==> src/rtl/alu_rr_scheduler.sv <==
// Round-robin sharing of one ALU_8bit between two requesters, with a registered
// result/handshake stage and per-requester completion counters.

module ALU_8bit #(
  parameter int DATA_WIDTH = 8
) (
  input  logic [1:0]              i_sel,
  input  logic [DATA_WIDTH-1:0]   i_a,
  input  logic [DATA_WIDTH-1:0]   i_b,
  input  logic                    i_cin,
  input  logic                    i_bin,
  output logic [2*DATA_WIDTH-1:0] o_y,
  output logic                    o_cout,
  output logic                    o_bout,
  output logic                    o_gr,
  output logic                    o_le,
  output logic                    o_eq
);
  localparam int N = DATA_WIDTH;

  logic [N:0]     w_sum;
  logic [N:0]     w_sub_rhs;
  logic [N:0]     w_diff;
  logic [2*N-1:0] w_sqr;

  // One extra bit on every add/sub so carry and borrow fall out of bit N.
  assign w_sum     = {1'b0, i_a} + {1'b0, i_b} + {{N{1'b0}}, i_cin};
  assign w_sub_rhs = {1'b0, i_b} + {{N{1'b0}}, i_bin};
  assign w_diff    = {1'b0, i_a} - w_sub_rhs;
  assign w_sqr     = {{N{1'b0}}, i_a} * {{N{1'b0}}, i_a};

  always_comb begin
    o_y    = '0;
    o_cout = 1'b0;
    o_bout = 1'b0;
    o_gr   = 1'b0;
    o_le   = 1'b0;
    o_eq   = 1'b0;
    case (i_sel)
      2'd0: begin
        o_y    = {{(N-1){1'b0}}, w_sum};
        o_cout = w_sum[N];
      end
      2'd1: begin
        o_y    = {{N{1'b0}}, w_diff[N-1:0]};
        o_bout = ({1'b0, i_a} < w_sub_rhs);
      end
      2'd2: begin
        o_gr = (i_a > i_b);
        o_le = (i_a < i_b);
        o_eq = (i_a == i_b);
      end
      default: o_y = w_sqr;
    endcase
  end
endmodule

module alu_rr_scheduler #(
  parameter int DATA_WIDTH = 8,
  parameter int CNT_W      = 8
) (
  input  logic                    clk,
  input  logic                    rst,
  input  logic                    req0_valid,
  output logic                    req0_ready,
  input  logic [1:0]              req0_sel,
  input  logic [DATA_WIDTH-1:0]   req0_a,
  input  logic [DATA_WIDTH-1:0]   req0_b,
  input  logic                    req0_cin,
  input  logic                    req0_bin,
  input  logic                    req1_valid,
  output logic                    req1_ready,
  input  logic [1:0]              req1_sel,
  input  logic [DATA_WIDTH-1:0]   req1_a,
  input  logic [DATA_WIDTH-1:0]   req1_b,
  input  logic                    req1_cin,
  input  logic                    req1_bin,
  output logic                    out_valid,
  input  logic                    out_ready,
  output logic                    out_id,
  output logic [2*DATA_WIDTH-1:0] out_y,
  output logic                    out_cout,
  output logic                    out_bout,
  output logic                    out_gr,
  output logic                    out_le,
  output logic                    out_eq,
  output logic                    busy,
  output logic [CNT_W-1:0]        cnt0,
  output logic [CNT_W-1:0]        cnt1
);
  localparam int N = DATA_WIDTH;

  typedef enum logic [1:0] {
    S_IDLE = 2'd0,
    S_EXEC = 2'd1,
    S_RESP = 2'd2
  } state_t;

  state_t           r_state;
  logic             r_last_grant;
  logic [1:0]       r_op_sel;
  logic [N-1:0]     r_op_a;
  logic [N-1:0]     r_op_b;
  logic             r_op_cin;
  logic             r_op_bin;
  logic             r_op_id;
  logic             r_out_valid;
  logic             r_out_id;
  logic [2*N-1:0]   r_out_y;
  logic             r_out_cout;
  logic             r_out_bout;
  logic             r_out_gr;
  logic             r_out_le;
  logic             r_out_eq;
  logic [CNT_W-1:0] r_cnt0;
  logic [CNT_W-1:0] r_cnt1;

  logic             w_idle;
  logic             w_any_req;
  logic             w_grant_id;
  logic [1:0]       w_req_sel;
  logic [N-1:0]     w_req_a;
  logic [N-1:0]     w_req_b;
  logic             w_req_cin;
  logic             w_req_bin;
  logic [2*N-1:0]   w_alu_y;
  logic             w_alu_cout;
  logic             w_alu_bout;
  logic             w_alu_gr;
  logic             w_alu_le;
  logic             w_alu_eq;

  // Contention goes to the requester that did not win last; a lone request always wins.
  assign w_idle     = (r_state == S_IDLE);
  assign w_any_req  = req0_valid | req1_valid;
  assign w_grant_id = (req0_valid & req1_valid) ? ~r_last_grant : ~req0_valid;

  assign req0_ready = ~rst & w_idle & req0_valid & ~w_grant_id;
  assign req1_ready = ~rst & w_idle & req1_valid & w_grant_id;

  assign w_req_sel = w_grant_id ? req1_sel : req0_sel;
  assign w_req_a   = w_grant_id ? req1_a   : req0_a;
  assign w_req_b   = w_grant_id ? req1_b   : req0_b;
  assign w_req_cin = w_grant_id ? req1_cin : req0_cin;
  assign w_req_bin = w_grant_id ? req1_bin : req0_bin;

  ALU_8bit #(
    .DATA_WIDTH (N)
  ) u_alu (
    .i_sel  (r_op_sel),
    .i_a    (r_op_a),
    .i_b    (r_op_b),
    .i_cin  (r_op_cin),
    .i_bin  (r_op_bin),
    .o_y    (w_alu_y),
    .o_cout (w_alu_cout),
    .o_bout (w_alu_bout),
    .o_gr   (w_alu_gr),
    .o_le   (w_alu_le),
    .o_eq   (w_alu_eq)
  );

  always_ff @(posedge clk or posedge rst) begin
    if (rst) begin
      r_state      <= S_IDLE;
      r_last_grant <= 1'b1;
      r_op_sel     <= '0;
      r_op_a       <= '0;
      r_op_b       <= '0;
      r_op_cin     <= 1'b0;
      r_op_bin     <= 1'b0;
      r_op_id      <= 1'b0;
      r_out_valid  <= 1'b0;
      r_out_id     <= 1'b0;
      r_out_y      <= '0;
      r_out_cout   <= 1'b0;
      r_out_bout   <= 1'b0;
      r_out_gr     <= 1'b0;
      r_out_le     <= 1'b0;
      r_out_eq     <= 1'b0;
      r_cnt0       <= '0;
      r_cnt1       <= '0;
    end else begin
      case (r_state)
        S_IDLE: begin
          if (w_any_req) begin
            r_op_sel     <= w_req_sel;
            r_op_a       <= w_req_a;
            r_op_b       <= w_req_b;
            r_op_cin     <= w_req_cin;
            r_op_bin     <= w_req_bin;
            r_op_id      <= w_grant_id;
            r_last_grant <= w_grant_id;
            r_state      <= S_EXEC;
          end
        end
        S_EXEC: begin
          r_out_y     <= w_alu_y;
          r_out_cout  <= w_alu_cout;
          r_out_bout  <= w_alu_bout;
          r_out_gr    <= w_alu_gr;
          r_out_le    <= w_alu_le;
          r_out_eq    <= w_alu_eq;
          r_out_id    <= r_op_id;
          r_out_valid <= 1'b1;
          r_state     <= S_RESP;
        end
        S_RESP: begin
          // Result fields stay put after the handshake; only valid drops.
          if (out_ready) begin
            r_out_valid <= 1'b0;
            if (r_out_id) r_cnt1 <= r_cnt1 + 1'b1;
            else          r_cnt0 <= r_cnt0 + 1'b1;
            r_state <= S_IDLE;
          end
        end
        default: r_state <= S_IDLE;
      endcase
    end
  end

  assign out_valid = r_out_valid;
  assign out_id    = r_out_id;
  assign out_y     = r_out_y;
  assign out_cout  = r_out_cout;
  assign out_bout  = r_out_bout;
  assign out_gr    = r_out_gr;
  assign out_le    = r_out_le;
  assign out_eq    = r_out_eq;
  assign busy      = ~w_idle;
  assign cnt0      = r_cnt0;
  assign cnt1      = r_cnt1;
endmodule

==> config.mk <==
export PLATFORM = sky130hd
export DESIGN_NAME = alu_rr_scheduler
export DESIGN_NICKNAME = d
export VERILOG_FILES = /design/src/rtl/alu_rr_scheduler.sv
export SDC_FILE = /design/constraint.sdc
export NUM_CORES = 1
export LEC_CHECK = 0
export CAP_MARGIN = 20
export CORE_UTILIZATION = 55
export CTS_CLUSTER_SIZE = 30
export DETAILED_ROUTE_END_ITERATION = 7
export GPL_ROUTABILITY_DRIVEN = 0
export GPL_TIMING_DRIVEN = 0
export MAX_ROUTING_LAYER = met4
export PLACE_DENSITY_LB_ADDON = 0.08
export RECOVER_POWER = 100
export SLEW_MARGIN = 10
export SYNTH_ARGS = -nofsm -noshare
export SYNTH_HDL_FRONTEND = slang
export SYNTH_SLANG_ARGS = --single-unit
export TNS_END_PERCENT = 100
==> constraint.sdc <==
create_clock -name clk -period 6.2 [get_ports clk]
set_clock_uncertainty 0.05 [all_clocks]
set_input_delay 1.24 -clock clk [delete_from_list [all_inputs] [get_ports clk]]
set_output_delay 1.24 -clock clk [all_outputs]
set_load 0.05 [all_outputs]
==> summary.txt, run 1 <==
PortBufs: 86
Area added between synthesis and finish: 20.7%
Clock latency on the worst-skew pair: 340 ps
Largest net degree at the start of global routing: 64
Vias after detailed routing: 4686
Number of storage elements in the synthesis netlist: 63
Number of failing setup endpoints in the final timing report: 0
Run status: complete, but fails checks
Violated checks: max-capacitance violations, max-slew violations
Routed WL: 13000 um
Inserted Clock Buffers: 9
Fraction of final layout cells with drive strength greater than 1: 5.06%
Post-synthesis sequential area ratio: 28.2%
Register clock-pin slew on the reported worst setup and hold paths: 70 ps
Cell with the most instances on the worst path: sky130_fd_sc_hd__fa_1
CTS tree: done
Mean number of vias per cell: 5.55
Largest fanout of any net on the critical path: 9
Netlist area before placement: 5590 um2
Number of synthesis warnings: 0
Via count of the first global-routing pass: 4482
Most common cell after layout, fill and taps aside: sky130_fd_sc_hd__inv_1
Number of enable-type register cells in the synthesized netlist: 0
Layout Utilization: 68.7%
Number of slew-limit violations in the final report: 64
Avg Inst Size Synth: 9.18 um2
Reg area: 1580 um2
Nature of the critical path startpoint: flop
Number of top-level design ports: 87
Post-layout nets: 836
Area inside the core boundary: 9820 um2
Routed wire length per instance: 15.4 um
Worst path arrival time: 5310 ps
Number of inserted diodes: 0
Fraction of registers with async set or reset after synthesis: 100%
Area fraction of the dominant cell type after synthesis: 27.8%
Largest cells by area after synthesis: sky130_fd_sc_hd__dfrtp_1, sky130_fd_sc_hd__ha_1, sky130_fd_sc_hd__fa_1
Area taken by multi-input logic gates: 3640 um2
Effective utilization at floorplan: 56.9%
Final HPWL DP: 10500 um
Worst relative slew slack: -82.1%
CTS root buffer: sky130_fd_sc_hd__clkbuf_8
Dominant cell type by area after synthesis: sky130_fd_sc_hd__dfrtp_1
H-tree Lvls: 3
DR iter-0 viols: 214
Initial antenna violation count: 0
Crit-path cells: clkbuf_1 -> inv_1 -> nor2_1 -> fa_1 -> fa_1 -> inv_1 -> fa_1 -> fa_1 -> inv_1 -> ha_1 -> and3_1 -> a22oi_1 -> nor3_1 -> or4_1 -> nand3_1
Overall global routing resource usage: 27.6%
Number of cell rows: 36
Actual slew at the worst max-slew pin: 2720 ps
Total die area: 10600 um2
Number of non-filler instances in the completed layout: 844
Hold_buf cts: 0
Number of standard cells after synthesis: 609
Clk buf depth: 2
Count of filler cells inserted in the layout: 836
Critical path's slowest cell: sky130_fd_sc_hd__fa_1
Cells resized by post-CTS repair: 0
Count of different cell masters after synthesis: 64
Final setup TNS: 0 ps
Delay of the slowest cell on the worst path: 540 ps
Class of the worst hold path: reg2reg
Most used flip-flop cell after synthesis: sky130_fd_sc_hd__dfrtp_1
Critical path endpoint category: flop
Total clock sinks: 63
Crit Path Class: reg2reg
Max-capacitance violation count: 1
Top library cells by usage in the layout, fill and taps aside: sky130_fd_sc_hd__inv_1, sky130_fd_sc_hd__dfrtp_1, sky130_fd_sc_hd__nor2_1
Final critical-path required period: 5080 ps
Number of detailed-routing iterations run before antenna repair: 4
DRC violations left: 0
Unrepaired setup endpoints after global routing: false
Detail Route Antenna Nets: 0
Hold violation total from the final report: 0
Crit share post-route: 82.0%
Grt total ovfl: 0
Horizontal die dimension: 103 um
First-pass GRT wire length: 21600 um
Die height: 103 um
Required time at the endpoint of the critical path: 6430 ps
Post-CTS setup-driven buffer insertion count: 0
Post-synth net total: 739
Peak Freq: 0.197 GHz
Cell Count Post-Placement: 828
==> metal layers <==
| metal | vias up | global-route usage (%) | share of wire (%) |
|---|---|---|---|
| li1 | 2289 | - | - |
| met1 | 2238 | 36.6 | 46 |
| met2 | 139 | 43.9 | 47 |
| met3 | 20 | 5.22 | 5.1 |
| met4 | 0 | 6.39 | 1.5 |
| met5 | - | - | 0 |
==> worst max-delay path: cells and delay by family, from the launching register on <==
family	cells	cell delay (ps)
AO/OA/AOI/OAI	1	240
adder cells (fa/ha/maj)	5	2410
buffers and inverters	4	710
flip-flops	1	420
AND/OR/NAND/NOR	5	1180
==> layout make-up <==
| type | count | share of cell area, % |
|---|---|---|
| multi-input cells | 458 | 53.9 |
| flip-flops and latches | 63 | 23.4 |
| repair buffers | 86 | 12.8 |
| inverters | 68 | 3.80 |
| well taps | 133 | 2.47 |
| clock buffers | 11 | 1.95 |
| plain buffers | 20 | 1.28 |
| clock inverters | 5 | 0.519 |
==> worst paths after layout <==
path / slack (ps) / start / cells past startpoint / endpoint
max in group asynchronous: 2770 / rst / 2 / out_y[8]
worst min-delay path: 420 / cnt0[7] / 1 / cnt0[7]
worst max register to register: 1120 / r_op_a[5] / 15 / out_y[15]
worst max-delay path: 1120 / r_op_a[5] / 15 / out_y[15]
worst min register to register: 420 / cnt0[7] / 1 / cnt0[7]
min in group asynchronous: 2110 / rst / 2 / r_op_a[5]
==> synth_stat cells (3+ instances only) <==
cell type and instances:
sky130_fd_sc_hd__nor2_1 57, sky130_fd_sc_hd__a22oi_1 4, sky130_fd_sc_hd__ha_1 57, sky130_fd_sc_hd__a21o_1 5
sky130_fd_sc_hd__or2_1 3, sky130_fd_sc_hd__xor2_1 8, sky130_fd_sc_hd__mux2i_1 23, sky130_fd_sc_hd__nand4_1 8
sky130_fd_sc_hd__fa_1 28, sky130_fd_sc_hd__nor2b_1 9, sky130_fd_sc_hd__o211ai_1 3, sky130_fd_sc_hd__nand2_1 37
sky130_fd_sc_hd__xnor2_1 35, sky130_fd_sc_hd__o22ai_1 6, sky130_fd_sc_hd__inv_1 67, sky130_fd_sc_hd__nand3_1 10
sky130_fd_sc_hd__a31oi_1 6, sky130_fd_sc_hd__a221oi_1 4, sky130_fd_sc_hd__a21oi_1 36, sky130_fd_sc_hd__o31ai_1 6
sky130_fd_sc_hd__nand2b_1 11, sky130_fd_sc_hd__a22o_1 3, sky130_fd_sc_hd__o21a_1 5, sky130_fd_sc_hd__dfrtp_1 62
sky130_fd_sc_hd__o21ai_1 3, sky130_fd_sc_hd__a211oi_1 3, sky130_fd_sc_hd__mux2_2 3, sky130_fd_sc_hd__and3_1 8
sky130_fd_sc_hd__buf_2 11, sky130_fd_sc_hd__clkbuf_1 8, sky130_fd_sc_hd__o21bai_1 3, sky130_fd_sc_hd__o21ai_0 13
sky130_fd_sc_hd__nor3b_1 3, sky130_fd_sc_hd__nor3_1 9, sky130_fd_sc_hd__and2_1 15
==> flip-flops by register name (all words and copies together) (netlist names) <==
signal / flops
r_op_b: 8
out_valid: 1
out_le: 1
out_bout: 1
r_op_sel: 2
out_eq: 1
r_op_bin: 1
out_gr: 1
out_id: 1
out_cout: 1
r_last_grant: 1
out_y: 16
r_op_a: 8
cnt0: 8
r_state: 2
r_op_cin: 1
r_op_id: 1
cnt1: 8
==> kinds of logic (layout without fill, tap and decap cells) <==
logic type	count (synthesis)	after routing	share of synthesized area, %
buffers and inverters	88	190	6.15
multiplexers	27	27	4.92
XOR/XNOR	43	43	6.74
AO/OA/AOI/OAI	120	120	14.7
adder cells (fa/ha/maj)	85	85	22.8
AND/OR/NAND/NOR	183	183	16.4
flip-flops	63	63	28.2
==> stage by stage <==
| step | hold slack (ps) | area [um2] | setup WS, ps |
|---|---|---|---|
| 2_1_floorplan | 385 | 5590 | 1170 |
| 3_3_place_gp | 412 | 6620 | 1130 |
| 3_5_place_dp | 417 | 6620 | 1100 |
| 4_1_cts | 431 | 6790 | 1080 |
| 5_1_grt | 442 | 6750 | 798 |
| 6_report | 421 | 6750 | 1120 |
Power of run 1 is not shown: default switching activity piles up to over one toggle a cycle in this logic, so the estimate is an artifact.
==> inputs of run 2 (changes only) <==
- CORE_UTILIZATION: 55 -> 50
- clock period: 6.2 -> 4.3 ns (I/O delays scaled with it)
==> run 2 against run 1 <==
Compared with the run above:
- the flow still finishes with violations (max-capacitance violations, max-slew violations)
- first-iteration DRC count grew 29%
- sequential cell count unchanged
- fmax up 20%
- design area is 5.5% higher
- worst hold slack gained 4.7 ps
- sequential share of layout area down 1.1 points
- critical path type unchanged
==> summary.txt, run 2 (synthesized netlist as in run 1, its figures left out) <==
Run status: complete, but fails checks (unchanged)
Violated checks: max-capacitance violations, max-slew violations (unchanged)
Nature of the critical path startpoint: flop (unchanged)
Via count of the first global-routing pass: 4621 (was 4482)
Final HPWL DP: 10600 um (was 10500 um)
Final setup TNS: 0 ps (unchanged)
Initial antenna violation count: 0 (unchanged)
Horizontal die dimension: 108 um (was 103 um)
Mean number of vias per cell: 5.50 (was 5.55)
PortBufs: 86 (unchanged)
Critical path endpoint category: flop (unchanged)
Worst path arrival time: 4480 ps (was 5310 ps)
Flip-flop count of the largest register, all copies and words added: 16 (unchanged)
H-tree Lvls: 3 (unchanged)
Number of cell rows: 38 (was 36)
Cell Count Post-Placement: 835 (was 828)
Largest net degree at the start of global routing: 64 (unchanged)
Fraction of final layout cells with drive strength greater than 1: 11.9% (was 5.06%)
Total clock sinks: 63 (unchanged)
Max-capacitance violation count: 1 (unchanged)
Number of slew-limit violations in the final report: 64 (unchanged)
Register clock-pin slew on the reported worst setup and hold paths: 70 ps (about the same)
Number of top-level design ports: 87 (unchanged)
CTS root buffer: sky130_fd_sc_hd__clkbuf_8 (unchanged)
Peak Freq: 0.236 GHz (was 0.197 GHz)
Routed WL: 13800 um (was 13000 um)
Die height: 108 um (was 103 um)
Effective utilization at floorplan: 51.3% (was 56.9%)
Routed wire length per instance: 15.8 um (was 15.4 um)
Clock latency on the worst-skew pair: 360 ps (was 340 ps)
Hold violation total from the final report: 0 (unchanged)
Number of detailed-routing iterations run before antenna repair: 5 (was 4)
Required time at the endpoint of the critical path: 4540 ps (was 6430 ps)
Inserted Clock Buffers: 9 (unchanged)
Cell with the most instances on the worst path: sky130_fd_sc_hd__fa_1 (unchanged)
Grt total ovfl: 0 (unchanged)
Most common cell after layout, fill and taps aside: sky130_fd_sc_hd__inv_1 (unchanged)
Number of failing setup endpoints in the final timing report: 0 (unchanged)
Vias after detailed routing: 4791 (was 4686)
Detail Route Antenna Nets: 0 (unchanged)
Overall global routing resource usage: 26.0% (was 27.6%)
Post-layout nets: 856 (was 836)
Crit share post-route: 98.5% (was 82.0%)
Clk buf depth: 2 (unchanged)
DR iter-0 viols: 277 (was 214)
First-pass GRT wire length: 22500 um (was 21600 um)
Largest fanout of any net on the critical path: 4 (was 9)
Top library cells by usage in the layout, fill and taps aside: sky130_fd_sc_hd__inv_1, sky130_fd_sc_hd__nor2_1, sky130_fd_sc_hd__ha_1, sky130_fd_sc_hd__dfrtp_1, sky130_fd_sc_hd__dlygate4sd3_1 (was sky130_fd_sc_hd__inv_1, sky130_fd_sc_hd__dfrtp_1, sky130_fd_sc_hd__nor2_1)
Unrepaired setup endpoints after global routing: true (was false)
DRC violations left: 0 (unchanged)
Total die area: 11600 um2 (was 10600 um2)
Final critical-path required period: 4240 ps (was 5080 ps)
Worst relative slew slack: -52.9% (was -82.1%)
Class of the worst hold path: reg2reg (unchanged)
Area inside the core boundary: 10900 um2 (was 9820 um2)
Crit Path Class: reg2reg (unchanged)
Area added between synthesis and finish: 27.4% (was 20.7%)
Number of non-filler instances in the completed layout: 871 (was 844)
Hold_buf cts: 0 (unchanged)
Critical path's slowest cell: sky130_fd_sc_hd__fa_1 (unchanged)
CTS tree: done (unchanged)
Actual slew at the worst max-slew pin: 2290 ps (was 2720 ps)
Delay of the slowest cell on the worst path: 540 ps (about the same)
Number of inserted diodes: 0 (unchanged)
Crit-path cells: buf_8 -> nand2_1 -> fa_1 -> inv_2 -> fa_1 -> fa_1 -> inv_1 -> fa_1 -> inv_1 -> ha_4 -> o21a_1 -> nand3_2 -> a31oi_2 -> or4_1 -> nand3_1 (was clkbuf_1 -> inv_1 -> nor2_1 -> fa_1 -> fa_1 -> inv_1 -> fa_1 -> fa_1 -> inv_1 -> ha_1 -> and3_1 -> a22oi_1 -> nor3_1 -> or4_1 -> nand3_1)
## run 2: through the flow
step | util [%] | area [um2] | worst slack (ps) | hold slack [ps]
floorplan | - | 5620 | -31.7 | 385
global placement | 61.1 | 6650 | -509 | 414
detailed placement | 61.1 | 6660 | -544 | 421
CTS | 64.4 | 7010 | 8.05 | 434
global route | 65.4 | 7120 | -77.6 | 458
finish | 65.4 | 7120 | 64.5 | 425
## run 2: cell type report
| type | count | area (um2) |
|---|---|---|
| fill | 915 | 3770 |
| multi-input combinational | 458 | 3750 |
| sequential | 63 | 1590 |
| timing repair buffer | 106 | 1030 |
| inverter | 68 | 259 |
| tap | 140 | 175 |
| clock buffer | 13 | 159 |
| buffer | 20 | 119 |
| clock inverter | 3 | 42.5 |
## run 2: final timing paths
kind	start	end	slack [ps]	depth (start not counted)
max in group asynchronous	rst	r_op_a[6]	1000	2
max reg2reg	r_op_a[5]	out_y[15]	60	15
max	r_op_a[5]	out_y[15]	60	15
min in group asynchronous	rst	r_op_a[3]	1730	2
min reg2reg	cnt1[7]	cnt1[7]	430	1
min	cnt1[7]	cnt1[7]	430	1
## run 2: metal layers
| metal | up-vias | GRT usage (%) | wire length [um] | part of all wire [%] |
|---|---|---|---|---|
| met5 | - | - | 0 | 0 |
| met4 | 0 | 10.5 | 313 | 2.3 |
| met3 | 27 | 3.93 | 720 | 5.2 |
| met2 | 128 | 41.0 | 6600 | 48 |
| met1 | 2307 | 33.6 | 6150 | 45 |
| li1 | 2329 | - | - | - |
## run 2: critical path, delay by kind of cell, from the launching register on
kind / cells / cell delay, ps
AND/OR/NAND/NOR: 4 / 730
buffers and inverters: 4 / 320
AO/OA/AOI/OAI: 2 / 320
adder cells (fa/ha/maj): 5 / 2340
flip-flops: 1 / 400
## run 2: repair_timing
item                                   4_1_cts  5_1_grt
setup endpoints to repair                    8        7
pin swaps                                    6       19
gates cloned                                 0        1
endpoints found under the hold margin        0        0
buffers inserted                            11        8
resized for setup                           19       19
Power of run 2 is left out for the same reason.
